[src/rtl/apb_master_bridge.sv]
// Single-outstanding APB3 requester: valid/ready command port in, SETUP/ACCESS
// transfers out, one response per command including a wait-state timeout abort.
module apb_master_bridge #(
  parameter int TIMEOUT = 16
) (
  input  logic       pclk,
  input  logic       prst,
  input  logic       cmd_valid,
  output logic       cmd_ready,
  input  logic       cmd_write,
  input  logic [7:0] cmd_addr,
  input  logic [7:0] cmd_wdata,
  output logic       rsp_valid,
  output logic [7:0] rsp_rdata,
  output logic       rsp_err,
  output logic       rsp_timeout,
  output logic       busy,
  output logic       psel,
  output logic       penable,
  output logic [7:0] paddr,
  output logic       pwrite,
  output logic [7:0] pwdata,
  input  logic [7:0] prdata,
  input  logic       pready,
  input  logic       pslverr
);

  localparam int CW = (TIMEOUT > 0) ? $clog2(TIMEOUT + 1) : 1;
  localparam bit TMO_EN = (TIMEOUT != 0);
  localparam logic [CW-1:0] CNT_MAX  = {CW{1'b1}};
  localparam logic [CW-1:0] CNT_LAST = CW'(TIMEOUT - 1);

  typedef enum logic [1:0] {
    IDLE   = 2'd0,
    SETUP  = 2'd1,
    ACCESS = 2'd2
  } state_t;

  state_t        state_r, state_nxt;
  logic [CW-1:0] cnt_r, cnt_nxt;
  logic          psel_nxt, penable_nxt, pwrite_nxt;
  logic [7:0]    paddr_nxt, pwdata_nxt;
  logic          rsp_valid_nxt, rsp_err_nxt, rsp_timeout_nxt;
  logic [7:0]    rsp_rdata_nxt;
  logic          cmd_ready_nxt, busy_nxt;

  // Next-state and next-output decode; every output is registered below.
  always_comb begin
    state_nxt       = state_r;
    cnt_nxt         = cnt_r;
    psel_nxt        = psel;
    penable_nxt     = penable;
    paddr_nxt       = paddr;
    pwrite_nxt      = pwrite;
    pwdata_nxt      = pwdata;
    rsp_valid_nxt   = 1'b0;
    rsp_rdata_nxt   = rsp_rdata;
    rsp_err_nxt     = rsp_err;
    rsp_timeout_nxt = rsp_timeout;
    case (state_r)
      IDLE: begin
        if (cmd_valid && cmd_ready) begin
          state_nxt   = SETUP;
          paddr_nxt   = cmd_addr;
          pwrite_nxt  = cmd_write;
          pwdata_nxt  = cmd_write ? cmd_wdata : 8'h00;
          psel_nxt    = 1'b1;
          penable_nxt = 1'b0;
        end else begin
          state_nxt = IDLE;
        end
      end
      SETUP: begin
        state_nxt   = ACCESS;
        penable_nxt = 1'b1;
        cnt_nxt     = {CW{1'b0}};
      end
      ACCESS: begin
        if (pready) begin
          state_nxt       = IDLE;
          psel_nxt        = 1'b0;
          penable_nxt     = 1'b0;
          rsp_valid_nxt   = 1'b1;
          rsp_rdata_nxt   = pwrite ? 8'h00 : prdata;
          rsp_err_nxt     = pslverr;
          rsp_timeout_nxt = 1'b0;
        end else if (TMO_EN && (cnt_r == CNT_LAST)) begin
          state_nxt       = IDLE;
          psel_nxt        = 1'b0;
          penable_nxt     = 1'b0;
          rsp_valid_nxt   = 1'b1;
          rsp_rdata_nxt   = 8'h00;
          rsp_err_nxt     = 1'b1;
          rsp_timeout_nxt = 1'b1;
        end else if (cnt_r != CNT_MAX) begin
          cnt_nxt = cnt_r + CW'(1);
        end else begin
          cnt_nxt = cnt_r;
        end
      end
      default: begin
        state_nxt   = IDLE;
        psel_nxt    = 1'b0;
        penable_nxt = 1'b0;
      end
    endcase
    cmd_ready_nxt = (state_nxt == IDLE);
    busy_nxt      = (state_nxt != IDLE);
  end

  // State, wait counter and registered outputs; reset drops any transfer in flight.
  always_ff @(posedge pclk) begin
    if (prst) begin
      state_r     <= IDLE;
      cnt_r       <= {CW{1'b0}};
      cmd_ready   <= 1'b0;
      busy        <= 1'b0;
      psel        <= 1'b0;
      penable     <= 1'b0;
      paddr       <= 8'h00;
      pwrite      <= 1'b0;
      pwdata      <= 8'h00;
      rsp_valid   <= 1'b0;
      rsp_rdata   <= 8'h00;
      rsp_err     <= 1'b0;
      rsp_timeout <= 1'b0;
    end else begin
      state_r     <= state_nxt;
      cnt_r       <= cnt_nxt;
      cmd_ready   <= cmd_ready_nxt;
      busy        <= busy_nxt;
      psel        <= psel_nxt;
      penable     <= penable_nxt;
      paddr       <= paddr_nxt;
      pwrite      <= pwrite_nxt;
      pwdata      <= pwdata_nxt;
      rsp_valid   <= rsp_valid_nxt;
      rsp_rdata   <= rsp_rdata_nxt;
      rsp_err     <= rsp_err_nxt;
      rsp_timeout <= rsp_timeout_nxt;
    end
  end

endmodule

[config.mk]
export PLATFORM = sky130hd
export DESIGN_NAME = apb_master_bridge
export DESIGN_NICKNAME = d
export VERILOG_FILES = /design/src/rtl/apb_master_bridge.sv
export SDC_FILE = /design/constraint.sdc
export NUM_CORES = 1
export LEC_CHECK = 0
export CORE_UTILIZATION = 41
export DETAILED_ROUTE_END_ITERATION = 10
export PLACE_DENSITY = 0.79
export SKIP_CTS_REPAIR_TIMING = 1
export SLEW_MARGIN = 10
export SYNTH_ARGS = -nofsm -noshare
export SYNTH_HDL_FRONTEND = slang
export SYNTH_SLANG_ARGS = --single-unit
[constraint.sdc]
create_clock -name pclk -period 2.5 [get_ports pclk]
set_clock_uncertainty 0.05 [all_clocks]
set_input_delay 0.5 -clock pclk [delete_from_list [all_inputs] [get_ports pclk]]
set_output_delay 0.5 -clock pclk [all_outputs]
set_load 0.02 [all_outputs]
## Yosys cells after proc, flatten, opt, wreduce, memory -nomap -nowiden

Cells that the tools add are included.

| word-level totals | value |
|---|---|
| input port bits | 30 |
| logic and storage cells | 60 |
| register bits | 39 |
| output and inout bits | 32 |

| cells by class | value |
|---|---|
| $add $sub $neg | 1 |
| reduce and logical (&&, ||, !) cells | 12 |
| eq/ne operators | 9 |
| bitwise logic cells | 2 |
| muxes and demuxes | 23 |

Operator list:

| kind | count |
|---|---|
| 2-to-1 mux 8 bit | 4 |
| 2-to-1 mux 5 bit | 3 |
| 2-to-1 mux 1 bit | 10 |
| one-hot mux 5 bit (2 select lines) | 1 |
| != test 2 bit (second input constant) | 4 |
| one-hot mux 1 bit (3 select lines) | 2 |
| one-hot mux 2 bit (3 select lines) | 1 |
| AND reduction 2 bit | 3 |
| nonzero test 2 bit | 3 |
| adder 5 x 1 -> 5 bit (second input constant) | 1 |
| == test 5 x 4 -> 1 bit (second input constant) | 1 |
| != test 5 bit (second input constant) | 1 |
| logical NOT 2 bit | 2 |
| 2-to-1 mux 2 bit | 2 |
| AND reduction 4 bit | 1 |
| != test 3 bit (second input constant) | 1 |
| AND reduction 3 bit | 1 |
| == test 2 x 1 -> 1 bit (second input constant) | 1 |
| == test 2 bit (second input constant) | 1 |
| NOT 1 bit | 2 |
| OR reduction 2 bit | 1 |
| logical AND 1 bit | 1 |

## Depth between registers and ports, before layout

| depth | value |
|---|---|
| word-level depth | 5 |
| depth in mapped cells | 7 |
| gate-level depth less buffers | 6 |

## Least setup slack after synthesis

Ideal clock, no wire load.

| path | value |
|---|---|
| path type | flip-flop to flip-flop |
| from | reg cnt_r[0] |
| to | reg cnt_r[3] |
| path slack | 206 ps |
| cell stages (with the launch flop) | 8 |
| clock period less this slack | 2,294 ps |
| path buffers | 1 |
| setup time | 74 ps |
| data arrival time | 2,169 ps |
| required time | 2,376 ps |
| path through | dfxtp_1 -> ha_1 -> and3_1 -> ha_1 -> or4b_1 -> buf_2 -> or4_1 -> a31oi_1 |

| between the ends | value |
|---|---|
| word-level cells in the longest chain between the ends | 5 |
| elaborated cells between the ends (all ways) | 10 |
| those cells by class | add/sub: 1; eq/ne: 4; mux: 4; reduce/logical: 1 |

RTL lines:

| item | RTL line | RTL |
|---|---|---|
| start, declared | 40 | `logic [CW-1:0] cnt_r, cnt_nxt;` |
| start signal, assigned | 115 | `cnt_r <= {CW{1'b0}};` |
| start signal, assigned | 129 | `cnt_r <= cnt_nxt;` |
| adder 5 x 1 -> 5 bit | 96 | `cnt_nxt = cnt_r + CW'(1);` |
| 2-to-1 mux 5 bit | 95 | `end else if (cnt_r != CNT_MAX) begin` |
| 2-to-1 mux 5 bit | 87 | `end else if (TMO_EN && (cnt_r == CNT_LAST)) begin` |
| 2-to-1 mux 5 bit | 79 | `if (pready) begin` |
| one-hot mux 5 bit (2 select lines) | 60 | `case (state_r)` |

Parallel ways exist; a longest one is shown, timed or not. The select of a mux whose other input is x is not followed.
A chain may end at the register's enable or synchronous reset.

## Worst setup path after layout

| path | value |
|---|---|
| from | reg cnt_r[0] |
| to | reg cnt_r[0] |

Same word-level chain as after synthesis.

==> impl_results.md <==
* Crit path DAT at 2.56 ns
* GR Overflow Total at 0
* Worst slew margin relative to its limit at 43.06%
* Die Height at 60.73 um
* Number of hold violations in the final report at 0
* Setup-violating endpoint count in the final report at 0
* Post-place setup slack at 0.1626 ns
* Metal1 wirelength at 1.357 mm
* Cell repeated most along the worst path: sky130_fd_sc_hd__ha_1
* Series of cell instances along the critical path: ha_1 > and3_1 > ha_1 > or4b_1 > buf_4 > or3_1 > a21oi_1
* Post-synthesis instance area at 1414 um^2
* Final setup TNS at 0 ns
* Detailed route wirelength on metal3 at 325 um
* Sequential area share after synthesis at 55.22%
* Highest metal used: met4
* Post-route standard cell area excluding fillers at 2127 um^2
* Critical Path End Type: flip-flop
* Syn Inst Count at 130
* Highest-count cells in the layout ignoring fill and taps: sky130_fd_sc_hd__clkdlybuf4s50_1 (61), sky130_fd_sc_hd__dfxtp_1 (39), sky130_fd_sc_hd__a22o_1 (24)
* Largest net degree at the start of global routing at 13
* Number of different library cells in the post-synthesis netlist at 36
* # Max-Cap Violations at 0
* Maximum fanout count along the critical path at 9
* Fmax at 430.0 MHz
* End-of-flow core utilization at 67.46%
* Worst Setup Slack, final at 0.1743 ns
* Hold slack final at 0.4413 ns
* Most common flop cell mapped by yosys: sky130_fd_sc_hd__dfxtp_1
* Crit Path Class: reg -> reg
* Via count at 1274
* Length of the first detailed-routing pass in iterations at 5
* Status: complete, no violations
* Path class of the lowest-slack min-delay path: reg -> reg
* Post-Synthesis Net Count at 163
* First-pass GRT wire length at 5.471 mm
* Clock insertion delay at the later pin of the skew report at 0.35 ns
* Detailed route wirelength on metal2 at 1.689 mm
* Number of I/O port buffers at 61
* RSZ-0062 raised after global routing: no
* Worst Setup Start Kind: flip-flop
* Routed wire length per instance at 14.35 um
* #FFs+latches synth at 39
* Area added between synthesis and finish at 50.44%
* Placement Cell Area at 2074 um^2
* Overall routed net length at 3.429 mm
* Placeable core area at 3153 um^2
* Share of final-layout standard cells stronger than drive strength 1 at 9.231%
* Power density relative to cell area at 532.2 nW/um^2
* Stage delay of the slowest cell on the critical path at 0.54 ns
* GRT Total Usage at 20.47%
* Initial antenna violation count at 0
* Clock slew seen by the registers of the worst setup and hold paths at 0.11 ns
* Effective utilization at floorplan at 44.84%
* Cell at the root of the clock tree: sky130_fd_sc_hd__clkbuf_4
* Most common cell after layout, fill and taps aside: sky130_fd_sc_hd__clkdlybuf4s50_1
* Average footprint of a synthesized cell at 10.88 um^2
* Via count of the first global-routing pass at 1264
* Routability cong. at 0.7459
* TritonCTS clock tree: built
* CTS max path bufs at 2
* EDFF count, synth at 0
* Final worst path period share at 93.03%
* Clock sinks at 39
* Required time of the worst setup path at 2.73 ns
* Top-level port count at 62
* Pins over their slew limit at 0
* Final routed DRC violation total at 0
* Number of H-tree branching levels at 2
* Iteration-0 DRC Markers at 50
* CTS Buf Count at 5
* Async SR Flop Fraction at 0%
* Min Clock Period, post-route at 2.326 ns
* Half-perimeter wire length after placement at 2.583 mm
* Leakage Power at 0.8236 nW
* Number of nets with antenna violations after routing at 0
* Worst ir drop on vdd at 323.8 uV
* Standard-cell rows at 20
* Inserted Diodes at 0
* Vias per std cell at 5.331
* Actual transition at the worst max-transition pin at 0.8476 ns
* Net total in the final layout at 227
* Number of warnings reported in the yosys synthesis log at 0
* Die width at 60.73 um
* Area of the die at 3688 um^2
* Cell with the biggest individual delay on the critical path: sky130_fd_sc_hd__or4b_1
## per-layer routing
layer | vias up | global-route usage, %
met5 | - | 0
met4 | 0 | 8.117
met3 | 9 | 10.02
met2 | 59 | 35.16
met1 | 589 | 21.50
li1 | 617 | -
## registers in the layout, summed over array words and instances (netlist names)
signal / cells
cmd_ready: 1
psel: 1
pwdata: 8
cnt_r: 5
rsp_rdata: 8
rsp_err: 1
rsp_valid: 1
rsp_timeout: 1
paddr: 8
pwrite: 1
busy: 1
state_r: 2
penable: 1
## synthesized netlist by cell type (all sizes together), types with 3 or more instances
| library cell | count | area share (%) |
|---|---|---|
| clkbuf | 6 | 1.6 |
| nand2 | 3 | 0.80 |
| dfxtp | 39 | 55 |
| inv | 3 | 0.80 |
| ha | 3 | 2.7 |
| a22o | 24 | 15 |
| nor2 | 3 | 0.80 |
| nor3 | 4 | 1.4 |
| a21oi | 8 | 2.8 |
| o211ai | 3 | 1.6 |
| and3 | 3 | 1.3 |
| buf | 4 | 1.9 |
## per-stage QoR
stage / std cells / power [mW]
final: 239 / 1.132
after global routing: 239 / 1.184
after CTS: 239 / 1.149
after detailed placement: 231 / 0.8373
after global placement: 231 / 0.8331
after floorplan: 130 / 0.7357
## where the power goes
part,switching [mW],internal (mW)
Clock,0.204,0.105
Sequential,0.0143,0.642
Combinational,0.0700,0.0967
## path summary, 6_finish.rpt
| kind | end | startpoint | cells past startpoint | slack [ns] |
|---|---|---|---|---|
| min reg2reg | rsp_rdata[0]$_SDFFE_PP0P_ | rsp_rdata[0]$_SDFFE_PP0P_ | 1 | 0.44 |
| max reg2reg | cnt_r[0]$_SDFFE_PP0P_ | cnt_r[0]$_SDFFE_PP0P_ | 7 | 0.17 |
| min | rsp_rdata[0]$_SDFFE_PP0P_ | rsp_rdata[0]$_SDFFE_PP0P_ | 1 | 0.44 |
| max | cnt_r[0]$_SDFFE_PP0P_ | cnt_r[0]$_SDFFE_PP0P_ | 7 | 0.17 |
## final cells by class
type,instances,area (um^2)
tap,44,55.05
clock buffer,5,37.54
fill,290,1026
multi-input combinational,78,571.8
inverter,3,11.26
clock inverter,3,15.01
sequential,39,780.7
timing repair buffer,67,655.6
## cells by family (layout without fill, tap and decap cells)
kind of cell | Yosys count | in the layout | share of synthesized area (%)
adder cells (fa/ha/maj) | 3 | 3 | 2.655
AND/OR/NAND/NOR | 29 | 29 | 12.39
flip-flops | 39 | 39 | 55.22
AO/OA/AOI/OAI | 46 | 46 | 25.40
buffers and inverters | 13 | 78 | 4.336
## worst max-delay path, delay by kind of cell (launching register included)
family	cells	cell delay [ns]
and+or+nand+nor	3	1.05
adders and majority gates	2	0.46
DFF	1	0.35
buffers and inverters	1	0.19
AOI/OAI and AO/OA	1	0.16
No activity file was read; power rests on OpenSTA's default activity.
